==> src/rtl/tlu_pkg.sv <==
// Shared definitions for the TLU trigger-number receiver: FSM encoding, word format
// and the rule that maps NUM_BITS to a bit count.
package tlu_pkg;

  typedef enum logic [1:0] {
    ST_IDLE     = 2'd0,
    ST_CCK_HIGH = 2'd1,
    ST_CCK_LOW  = 2'd2,
    ST_STORE    = 2'd3
  } tlu_state_t;

  localparam logic TLU_WORD_MARKER  = 1'b1;
  localparam int   TLU_NUMBER_WIDTH = 31;

  // A NUM_BITS value of zero requests the full trigger-number width.
  function automatic logic [4:0] effective_bits(input logic [4:0] num_bits);
    return (num_bits == 5'd0) ? 5'd31 : num_bits;
  endfunction

endpackage

==> src/rtl/tlu_sync_ff.sv <==
// Multi-stage reset-to-0 synchronizer that brings the asynchronous TLU data line into the CLK domain.
module tlu_sync_ff #(
  parameter int STAGES = 2
) (
  input  logic CLK,
  input  logic RESET,
  input  logic d,
  output logic q
);

  logic [STAGES-1:0] sync_reg;

  genvar gi;
  generate
    for (gi = 0; gi < STAGES; gi++) begin : g_stage
      if (gi == 0) begin : g_first
        always_ff @(posedge CLK or posedge RESET) begin
          if (RESET) sync_reg[gi] <= 1'b0;
          else       sync_reg[gi] <= d;
        end
      end else begin : g_next
        always_ff @(posedge CLK or posedge RESET) begin
          if (RESET) sync_reg[gi] <= 1'b0;
          else       sync_reg[gi] <= sync_reg[gi-1];
        end
      end
    end
  endgenerate

  assign q = sync_reg[STAGES-1];

endmodule

==> src/rtl/tlu_trigger_data_receiver.sv <==
// Clocks the trigger number out of the TLU bit by bit on CCK, assembles it LSB first and
// writes one marked word to the readout FIFO.
module tlu_trigger_data_receiver
  import tlu_pkg::*;
#(
  parameter int HALF_PERIOD = 4,
  parameter int SYNC_STAGES = 2
) (
  input  logic        CLK,
  input  logic        RESET,
  input  logic        TLU_RECEIVE_DATA_FLAG,
  input  logic        ABORT,
  input  logic        TLU_DATA,
  input  logic [4:0]  NUM_BITS,
  output logic        TLU_CLOCK,
  output logic        TLU_DATA_RECEIVED_FLAG,
  output logic [30:0] TRIGGER_NUMBER,
  input  logic        FIFO_FULL,
  output logic        FIFO_WRITE,
  output logic [31:0] FIFO_DATA,
  output logic        BUSY
);

  localparam logic [7:0] HALF_LAST = 8'(HALF_PERIOD - 1);

  tlu_state_t                  state_reg;
  logic [7:0]                  half_cnt_reg;
  logic [4:0]                  bit_cnt_reg;
  logic [4:0]                  n_reg;
  logic [TLU_NUMBER_WIDTH-1:0] shift_reg;
  logic [TLU_NUMBER_WIDTH-1:0] shift_next;
  logic [TLU_NUMBER_WIDTH-1:0] trigger_number_reg;
  logic [31:0]                 fifo_data_reg;
  logic                        tlu_clock_reg;
  logic                        fifo_write_reg;
  logic                        received_reg;
  logic                        data_sync;
  logic                        half_last;
  logic                        bit_last;

  tlu_sync_ff #(
    .STAGES(SYNC_STAGES)
  ) u_data_sync (
    .CLK  (CLK),
    .RESET(RESET),
    .d    (TLU_DATA),
    .q    (data_sync)
  );

  always_comb begin
    shift_next = shift_reg;
    shift_next[bit_cnt_reg] = data_sync;
  end

  assign half_last = (half_cnt_reg == HALF_LAST);
  assign bit_last  = (5'(bit_cnt_reg + 5'd1) == n_reg);

  // FIFO_FULL is judged on the edge that launches the write strobe, so the strobe,
  // the received pulse and the new trigger number all leave the block registered.
  always_ff @(posedge CLK or posedge RESET) begin
    if (RESET) begin
      state_reg          <= ST_IDLE;
      half_cnt_reg       <= 8'd0;
      bit_cnt_reg        <= 5'd0;
      n_reg              <= 5'd0;
      shift_reg          <= '0;
      trigger_number_reg <= '0;
      fifo_data_reg      <= 32'd0;
      tlu_clock_reg      <= 1'b0;
      fifo_write_reg     <= 1'b0;
      received_reg       <= 1'b0;
    end else begin
      fifo_write_reg <= 1'b0;
      received_reg   <= 1'b0;
      if (ABORT && (state_reg != ST_IDLE)) begin
        state_reg     <= ST_IDLE;
        half_cnt_reg  <= 8'd0;
        tlu_clock_reg <= 1'b0;
      end else begin
        case (state_reg)
          ST_IDLE: begin
            if (TLU_RECEIVE_DATA_FLAG && !ABORT) begin
              n_reg         <= effective_bits(NUM_BITS);
              shift_reg     <= '0;
              bit_cnt_reg   <= 5'd0;
              half_cnt_reg  <= 8'd0;
              tlu_clock_reg <= 1'b1;
              state_reg     <= ST_CCK_HIGH;
            end
          end
          ST_CCK_HIGH: begin
            if (half_last) begin
              half_cnt_reg  <= 8'd0;
              tlu_clock_reg <= 1'b0;
              state_reg     <= ST_CCK_LOW;
            end else begin
              half_cnt_reg <= half_cnt_reg + 8'd1;
            end
          end
          ST_CCK_LOW: begin
            if (half_last) begin
              half_cnt_reg <= 8'd0;
              shift_reg    <= shift_next;
              bit_cnt_reg  <= bit_cnt_reg + 5'd1;
              if (bit_last) begin
                state_reg <= ST_STORE;
                if (!FIFO_FULL) begin
                  fifo_write_reg     <= 1'b1;
                  received_reg       <= 1'b1;
                  trigger_number_reg <= shift_next;
                  fifo_data_reg      <= {TLU_WORD_MARKER, shift_next};
                end
              end else begin
                tlu_clock_reg <= 1'b1;
                state_reg     <= ST_CCK_HIGH;
              end
            end else begin
              half_cnt_reg <= half_cnt_reg + 8'd1;
            end
          end
          ST_STORE: begin
            if (fifo_write_reg) begin
              state_reg <= ST_IDLE;
            end else if (!FIFO_FULL) begin
              fifo_write_reg     <= 1'b1;
              received_reg       <= 1'b1;
              trigger_number_reg <= shift_reg;
              fifo_data_reg      <= {TLU_WORD_MARKER, shift_reg};
            end
          end
          default: state_reg <= ST_IDLE;
        endcase
      end
    end
  end

  assign TLU_CLOCK              = tlu_clock_reg;
  assign TLU_DATA_RECEIVED_FLAG = received_reg;
  assign TRIGGER_NUMBER         = trigger_number_reg;
  assign FIFO_WRITE             = fifo_write_reg;
  assign FIFO_DATA              = fifo_data_reg;
  assign BUSY                   = (state_reg != ST_IDLE);

endmodule

==> config.mk <==
export PLATFORM = sky130hd
export DESIGN_NAME = tlu_trigger_data_receiver
export DESIGN_NICKNAME = d
export VERILOG_FILES = /design/src/rtl/tlu_pkg.sv /design/src/rtl/tlu_sync_ff.sv /design/src/rtl/tlu_trigger_data_receiver.sv
export SDC_FILE = /design/constraint.sdc
export NUM_CORES = 1
export LEC_CHECK = 0
export ABC_AREA = 1
export ABC_CLOCK_PERIOD_IN_PS = 3000
export BUFFER_PORTS_ARGS = -buffer_cell sky130_fd_sc_hd__buf_2
export CORE_ASPECT_RATIO = 0.8
export CORE_MARGIN = 2
export CORE_UTILIZATION = 55
export DETAILED_ROUTE_END_ITERATION = 8
export PLACE_DENSITY = 0.88
export SETUP_SLACK_MARGIN = 0.15
export SYNTH_ARGS = -nofsm -noshare
export SYNTH_HDL_FRONTEND = slang
export SYNTH_SLANG_ARGS = --single-unit
export TNS_END_PERCENT = 5
==> constraint.sdc <==
create_clock -name CLK -period 3 [get_ports CLK]
set_clock_uncertainty 0.1 [all_clocks]
set_input_delay 0.45 -clock CLK [delete_from_list [all_inputs] [get_ports CLK]]
set_output_delay 0.45 -clock CLK [all_outputs]
set_load 0.1 [all_outputs]
# --- Yosys cells after proc, flatten, opt, wreduce, memory -nomap -nowiden ---
# Cells that the tools add are included.
op_classes:
  add_sub_neg: 2
  magnitude_cmp: 2
  n_eq_ne: 16
  n_reduce_logical: 18
  n_mux: 45
  bitwise_logic: 1
ops:
  columns: ["cell", "n"]
  rows:
  - ["two-way mux 31 bit", 7]
  - ["two-way mux 32 bit", 5]
  - ["case mux 31 bit (2 select lines)", 2]
  - ["case mux 32 bit (2 select lines)", 1]
  - ["bitwise mux 31 bit", 1]
  - ["two-way mux 8 bit", 3]
  - ["case mux 8 bit (2 select lines)", 1]
  - ["two-way mux 5 bit", 3]
  - ["!= test 3 bit, second input constant", 5]
  - ["two-way mux 2 bit", 6]
  - ["!= test 2 bit, second input constant", 6]
  - ["two-way mux 1 bit", 11]
  - ["case mux 5 bit (2 select lines)", 1]
  - ["adder 8 x 1 -> 8 bit, second input constant", 1]
  - ["== test 8 x 2 -> 1 bit, second input constant", 1]
  - ["case mux 2 bit (4 select lines)", 1]
  - ["AND reduction 4 bit", 2]
  - ["AND reduction 7 bit", 1]
  - ["less-than comparator 5 x 6 -> 1 bit, second input constant", 1]
  - ["nonzero test 2 bit", 3]
  - ["adder 5 x 1 -> 5 bit, second input constant", 1]
  - ["demux 1 bit (select 5 bit)", 1]
  - ["== test 5 bit", 1]
  - [">= comparator 5 x 1 -> 1 bit, second input constant", 1]
  - ["other kinds (15)", 18]
totals:
  input_bits: 11
  register_bits: 118
  wordCells: 95
  out_inout_bits: 67

# --- Depth between registers and ports, before layout ---
# Gate-level depths: netlist of the first run.
depth:
  word_depth: 9
  depth_mapped: 14
  ltp_nobuf: 13

# --- Hierarchy ---
# From an unflattened synthesis of the first run, not the netlist that was laid out.
hier_totals:
  hier_cells: 643
  hier_area_um2: 4883.4
modules_own_cells:
  columns: ["module", "instances", "area_per_inst_um2", "cells_per_inst", "seq_area_each_um2"]
  rows:
  - ["tlu_trigger_data_receiver", 1, 4829.6, 640, 2127.0]
  - ["tlu_sync_ff", 1, 53.8, 3, 50.0]

# --- Worst setup path after synthesis of the first run ---
# OpenSTA, ideal clock, no wires.
synth_path:
  kind: "register -> register"
  from: "register state_reg[0]"
  to: "register half_cnt_reg[5]"
  slack_ps: 556
  setup_time_ps: 82
  path_stages_with_launch: 12
  t_arrival_ps: 2262
  path_buffers: 1
  t_required_ps: 2818
  period_less_slack_ps: 2444
  path_cell_list: "dfrtp_1 inv_1 ha_1 inv_1 o21ai_0 o21a_1 buf_2 nor3_2 nand2_1 nand2_1 nand2_1 a31oi_1"
synth_between:
  elab_chain_len: 4
  word_cells_on_any_way: 11
  cone_classes: "3 x eq/ne; 2 x mux; 6 x reduce/logical"
synth_lines:
  columns: ["element", "line_no", "rtl"]
  rows:
  - ["start, declared", "tlu_trigger_data_receiver.sv:26", "tlu_state_t state_reg;"]
  - ["start signal, assigned", "tlu_trigger_data_receiver.sv:62", "state_reg <= ST_IDLE;"]
  - ["start signal, assigned", "tlu_trigger_data_receiver.sv:76", "state_reg <= ST_IDLE;"]
  - ["start signal, assigned", "tlu_trigger_data_receiver.sv:88", "state_reg <= ST_CCK_HIGH;"]
  - ["nonzero test 2 bit *", null, null]
  - ["named net BUSY", "tlu_trigger_data_receiver.sv:21", "output logic BUSY"]
  - ["logical AND 1 bit *", "tlu_trigger_data_receiver.sv:75", "if (ABORT && (state_reg != ST_IDLE)) begin"]
  - ["!= test 3 bit (no line) / nonzero test 3 bit (equally long branches)", null, null]
  - ["AND reduction 2 bit (no line)", null, null]
  - ["end signal, assigned", "tlu_trigger_data_receiver.sv:97", "half_cnt_reg <= half_cnt_reg + 8'd1;"]
  - ["end signal, assigned", "tlu_trigger_data_receiver.sv:118", "half_cnt_reg <= half_cnt_reg + 8'd1;"]
  - ["end, declared", "tlu_trigger_data_receiver.sv:27", "logic [7:0] half_cnt_reg;"]
# The timed path passes the listed nets; every way through them passes the cells marked *.
# A chain may end at the register's enable or synchronous reset.

# --- Worst setup path in the final report of the first run ---
layout_path:
  from: "register bit_cnt_reg[0]"
  to: "register trigger_number_reg[27], in the netlist TRIGGER_NUMBER[27]"
layout_between:
  elab_chain_len: 9
  word_cells_on_any_way: 14
  cone_classes: "1 x add/sub; 2 x order compare; 2 x eq/ne; 7 x mux; 2 x reduce/logical"
layout_lines:
  columns: ["element", "line_no", "rtl"]
  rows:
  - ["start, declared", "tlu_trigger_data_receiver.sv:28", "logic [4:0] bit_cnt_reg;"]
  - ["start signal, assigned", "tlu_trigger_data_receiver.sv:104", "bit_cnt_reg <= bit_cnt_reg + 5'd1;"]
  - ["less-than comparator 5 x 6 -> 1 bit (implied by the code) / >= comparator 5 x 1 -> 1 bit (equally long branches)", "tlu_trigger_data_receiver.sv:52", "shift_next[bit_cnt_reg] = data_sync;"]
  - ["logical AND 1 bit (implied by the code)", "tlu_trigger_data_receiver.sv:52", null]
  - ["two-way mux 1 bit (implied by the code)", "tlu_trigger_data_receiver.sv:52", null]
  - ["demux 1 bit (select 5 bit)", "tlu_trigger_data_receiver.sv:52", null]
  - ["bitwise mux 31 bit", "tlu_trigger_data_receiver.sv:52", null]
  - ["two-way mux 31 bit", "tlu_trigger_data_receiver.sv:107", "if (!FIFO_FULL) begin"]
  - ["two-way mux 31 bit", "tlu_trigger_data_receiver.sv:105", "if (bit_last) begin"]
  - ["two-way mux 31 bit", "tlu_trigger_data_receiver.sv:101", "if (half_last) begin"]
  - ["case mux 31 bit (2 select lines)", "tlu_trigger_data_receiver.sv:80", "case (state_reg)"]
  - ["end signal, assigned", "tlu_trigger_data_receiver.sv:110", "trigger_number_reg <= shift_next;"]
  - ["end signal, assigned", "tlu_trigger_data_receiver.sv:127", "trigger_number_reg <= shift_reg;"]
  - ["end, declared", "tlu_trigger_data_receiver.sv:32", "logic [TLU_NUMBER_WIDTH-1:0] trigger_number_reg;"]
# Parallel ways exist; a longest one is shown, timed or not. The select of a mux whose other input is x is not followed.

==> results.md, run 1 <==
- Distinct cells, synth: 35
- Fin crit share: 0.822
- Period minus WS final: 2470 ps
- R2r startpoint: bit_cnt_reg[0]
- Worst Reg-to-Reg Cells: 10
- Synth Cell Area: approximately 5000 µm²
- Global-route wire length before repair: 18400 µm
- Final hold vios: 0
- Placed Cells: 783
- Non-Filler Instances: 799
- Leakage: roughly 2.7 nW
- R2r endpoint: TRIGGER_NUMBER[27]
- Number of global-route vias before repair: around 4.1k
- CP Capture Type: flop
- Die X: 109 µm
- Sequential Power Share: 0.394
- Setup bufs post-CTS: 0
- Core area: 8560 µm²
- WL final: 11000 µm
- DRC Markers: 0
- Fillers: 725
- # diodes: 0
- Crit Path Class: reg2reg
- Cts repair resizes: 0
- Drt wl/cell: 13.7 µm
- Initial antenna violation count: 0
- Synth Flop Type: dfrtp_1
- Asr flop ratio synth: 1.00
- Post-route ant nets: 0
- Syn_nets: 670
- Initial drt markers: 336
- Top cell type's share of synthesized area: 0.445
- GRT Residual Overflow: 0
- #FFs+latches synth: 87
- Clk sinks: 87
- Post-Synthesis Cells: 650
- Post-DP HPWL: 7490 µm
- EDFF count, synth: 0
- Total track usage: 0.242
- Longest Clk Path Bufs: 2
- Pins Over Slew Limit: 0
- Worst-path clk slew: ~90 ps
- Max-Cap Viols: 0
- Clock root buffer: clkbuf_8
- Top-count cell post-synth: nand2_1
- Least-Margin Pin Slew: 901 ps
- Dominant cells by area after synthesis: dfrtp_1, nand2_1, o21ai_0, buf_4, nand3_1
- Port bufs: 77
- Combinational share of power: 0.355
- CTS tree: done
- TritonRoute pass-1 iters: 5
- CTS Buf Count: 9
- Maximum vdd drop: 0.982 mV
- Clk network pwr share: 0.251
- Setup TNS: 0 ps
- Psw: around 1.4 mW
- Top post-synthesis cells by count: nand2_1, dfrtp_1, o21ai_0
- Worst-path fanout max: 17
- Seq/Total Area, Yosys: 0.445
- I/O pin count: 78
- Internal reg-to-reg setup slack: between 500 and 600 ps
- Status: finished, final reports clean
- Critical path arrival: roughly 2700 ps
- Initial Util: 0.572
- # rows: 30
- Pwr Density: 636 nW/µm²
- FMAX: 406 MHz
- YS warnings: 0
- Sw Share: 0.425
- Finish-stage setup viols: 0
- Int Power: approximately 1.9 mW
- Max-slew headroom: 0.399
- Unrepaired setup endpoints after global routing: false
- Hold Path Class: in2async
- Hold bufs inserted after CTS: 0
- Share of cells above drive strength 1: 0.167
- Startpoint types: flop
- Vias: 4359
- Max reg flops: 31
- Average cell area after synthesis: around 7.5 µm²
- Synth area leader: dfrtp_1
- Largest net degree at the start of global routing: 59
- Die area: 9670 µm²
- Req. time, crit path: 3210 ps
- DR vias/cell: 5.46
- Area Growth Syn to Fin: 8.03%
- CTS H-tree lvls: 3
- DIE HEIGHT: 88.4 µm
- NumNets Final: 702
- Clock Latency Late Sink: 370 ps
- Gpl congestion: 0.943
==> power groups by stage <==
stage          logic (mW)  registers (mW)  clock network, mW
4_1_cts              1.18            1.32              0.861
3_3_place_gp         1.13            1.34                  0
6_report             1.19            1.32              0.843
5_1_grt              1.30            1.33              0.901
3_5_place_dp         1.17            1.35                  0
2_1_floorplan       0.886            1.43                  0
==> placed cells by master, fill, tap and decap left out, drive strengths merged <==
master      n
nor3       10
a211oi      1
a22oi       2
xor2        3
o21a        3
nand3      44
clkinvlp    2
clkinv      3
clkbuf      9
inv        40
nand2     203
o21bai      1
or2         1
a31oi       2
nand3b      1
and3b       2
bufinv      1
nor4        1
buf        85
nor2       55
a2bb2oi     2
xnor2       1
a21oi      37
nand4       4
ha          9
o21ai      78
dfrtp      87
==> routing by layer <==
metal	global-route usage	wire [µm]
met4	0.0725	161
met5	0	0
met1	0.300	4730
met2	0.418	5260
met3	0.0633	826
==> cell families (layout without fill, tap and decap cells) <==
kind of cell / Yosys count / in the layout / share of synthesized area
AND/OR/NAND/NOR: 321 / 321 / 0.272
flip-flops: 87 / 87 / 0.445
buffers and inverters: 103 / 140 / 0.114
XOR/XNOR: 4 / 4 / 0.00716
AO/OA/AOI/OAI: 126 / 126 / 0.139
adder cells (fa/ha/maj): 9 / 9 / 0.0230
==> stage by stage <==
step            util  power, mW  worst slack, ps  hold WS, ps  instance area, µm²
2_1_floorplan      -       2.31              200          231                4890
3_3_place_gp   0.594       2.47              691          238                5080
3_5_place_dp   0.594       2.52              610          236                5080
4_1_cts        0.618       3.36              581         84.5                5290
5_1_grt        0.618       3.54              306         82.2                5290
6_report       0.618       3.36              534         92.2                5290
==> critical path, stage by stage, from the launching register on <==
cell     delay [ps]
dfrtp_1         540
ha_1            410
nand2_2         140
o21ai_1         180
nand2_1          80
nand2_1          60
nand2_1         100
o21ai_4         280
buf_4           280
nand3_1         140
nand2_1         100
==> worst max-delay path by stage <==
stage | startpoint | to | slack, ps | depth (start not counted)
after detailed placement | bit_cnt_reg[0] | TRIGGER_NUMBER[19] | 610 | 10
after CTS | bit_cnt_reg[0] | TRIGGER_NUMBER[19] | 580 | 10
after floorplan | RESET | FIFO_DATA[30] | 200 | 1
final | bit_cnt_reg[0] | TRIGGER_NUMBER[27] | 530 | 10
after global routing | bit_cnt_reg[0] | TRIGGER_NUMBER[7] | 310 | 10
after global placement | bit_cnt_reg[0] | TRIGGER_NUMBER[27] | 690 | 10
==> cell type report <==
| cell class | instances | area [µm²] | share of cell area |
|---|---|---|---|
| timing repair buffer | 85 | 458 | 0.0866 |
| inverter | 39 | 148 | 0.0279 |
| clock inverter | 7 | 80.1 | 0.0151 |
| multi-input combinational | 460 | 2160 | 0.409 |
| sequential | 87 | 2180 | 0.412 |
| clock buffer | 9 | 124 | 0.0234 |
| tap | 112 | 140 | 0.0265 |
Note: power is estimated with default switching activity, not from simulation.
==> run 2: changes to the inputs <==
Settings changed: ABC_CLOCK_PERIOD_IN_PS 3000 to 2500.
Clock period 3 ns to 2.5 ns, I/O delays scaled along.
==> results.md, run 2 (synthesis gave the netlist of run 1 again) <==
- Max-Cap Viols: 0
- Gpl congestion: 0.939
- Unrepaired setup endpoints after global routing: true
- Max-slew headroom: 0.643
- Max reg flops: 31
- Leakage: around 2.7 nW
- Multi-input logic area: between 2000 and 2500 µm²
- Share of cells above drive strength 1: 0.180
- Die X: roughly 110 µm
- FMAX: 443 MHz
- Critical path arrival: around 1800 ps
- Post-DP HPWL: ~7600 µm
- Most frequent cells in the layout: nand2_1, dfrtp_1, buf_2
- Drt wl/cell: 13.5 µm
- # diodes: 0
- Global-route wire length before repair: 18200 µm
- Initial Util: 0.572
- DIE HEIGHT: 88.4 µm
- Area Growth Syn to Fin: 10.1%
- # rows: 30
- Worst-path clk slew: 90 ps
- Final hold vios: 0
- Status: finished, final reports clean
- Post-route ant nets: 0
- GRT met1 Usage: 0.315
- I/O pin count: 78
- CTS tree: done
- CTS H-tree lvls: 3
- GRT Residual Overflow: 0
- Die area: 9670 µm²
- Least-Margin Pin Slew: 531 ps
- Startpoint types: flop
- Port bufs: 77
- Hold Path Class: in2reg
- Longest Clk Path Bufs: 2
- NumNets Final: 711
- Crit Path Class: reg2out
- Placed Cells: just under 800
- GR Layer Usage met2: 0.402
- Fillers: 695
- TritonRoute pass-1 iters: 5
- DRC Markers: 0
- Req. time, crit path: between 2000 and 2500 ps
- Total track usage: 0.240
- Fin crit share: 0.902
- Maximum vdd drop: 1.26 mV
- Number of global-route vias before repair: around 4.0k
- Largest net degree at the start of global routing: 59
- CTS Buf Count: 9
- Vias: 4425
- Pwr Density: between 700 and 800 nW/µm²
- Register Area: 2180 µm²
- Initial drt markers: 377
- Routing usage on met3: 0.0530
- Initial antenna violation count: 0
- CP Capture Type: output port
- WL final: 10900 µm
- Clock root buffer: clkbuf_8
- Worst-path fanout max: 6
- Pins Over Slew Limit: 0
- GR peak layer: met2
- DR vias/cell: about 5.5
- Setup TNS: 0 ps
- Non-Filler Instances: 808
- Finish-stage setup viols: 0
- Clk sinks: slightly below 90
- Most common cell after layout, fill and taps aside: nand2_1
- Core area: ~8600 µm²
- Period minus WS final: ~2300 ps
- Clock Latency Late Sink: 370 ps
run 2: metal layers:
| layer | up-vias | share of wire |
|---|---|---|
| met1 | 2047 | 0.42 |
| met3 | 20 | 0.080 |
| li1 | 2160 | - |
| met2 | 198 | 0.48 |
| met5 | - | 0 |
| met4 | 0 | 0.016 |
run 2: where the power goes:
part	leakage, nW	internal (mW)	switching (mW)
sequential	1.18	1.51	0.0806
clock	0.0912	0.492	0.530
combinational	1.43	0.367	1.11
total	2.70	2.36	1.72
run 2: path summary, 6_finish.rpt:
check	from	slack (ps)	endpoint	cells after the start
max	state_reg[0]	240	BUSY	4
min	NUM_BITS[0]	200	n_reg[0]	3
max reg2reg	bit_cnt_reg[0]	280	TRIGGER_NUMBER[25]	9
min reg2reg	u_data_sync.sync_reg[0]	260	u_data_sync.q	0
max in group asynchronous	RESET	1190	shift_reg[17]	4
min in group asynchronous	RESET	420	FIFO_DATA[31]	3
run 2: critical path: stages, from the launching register on:
cell and delay [ps]:
dfrtp_1 450, inv_1 110, ha_1 270, inv_1 130, buf_2 440
run 2: cell type report:
cell class | count | area share
Clock buffer | 10 | 0.0255
Timing Repair Buffer | 94 | 0.0985
Inverter | 39 | 0.0279
Tap cell | 112 | 0.0260
Multi-Input combinational cell | 460 | 0.405
Clock inverter | 6 | 0.0128
Sequential cell | 87 | 0.405
run 2: stage by stage:
stage,setup slack (ps),cell area (µm²),total power [mW],utilization,hold slack [ps]
detailed placement,138,5120,3.04,0.599,244
CTS,190,5350,4.06,0.625,202
global route,139,5390,4.31,0.630,213
finish,244,5390,4.08,0.630,203
global placement,213,5120,2.99,0.599,234
floorplan,56.4,4900,2.78,-,231
run 2: timing repair:
item                                    CTS  global route
pin swaps                                 0             1
resized for setup                         1             4
hold endpoints to repair                 16             0
hold buffers                              2             0
endpoints found under the setup margin   15            35
buffers inserted                          0             2
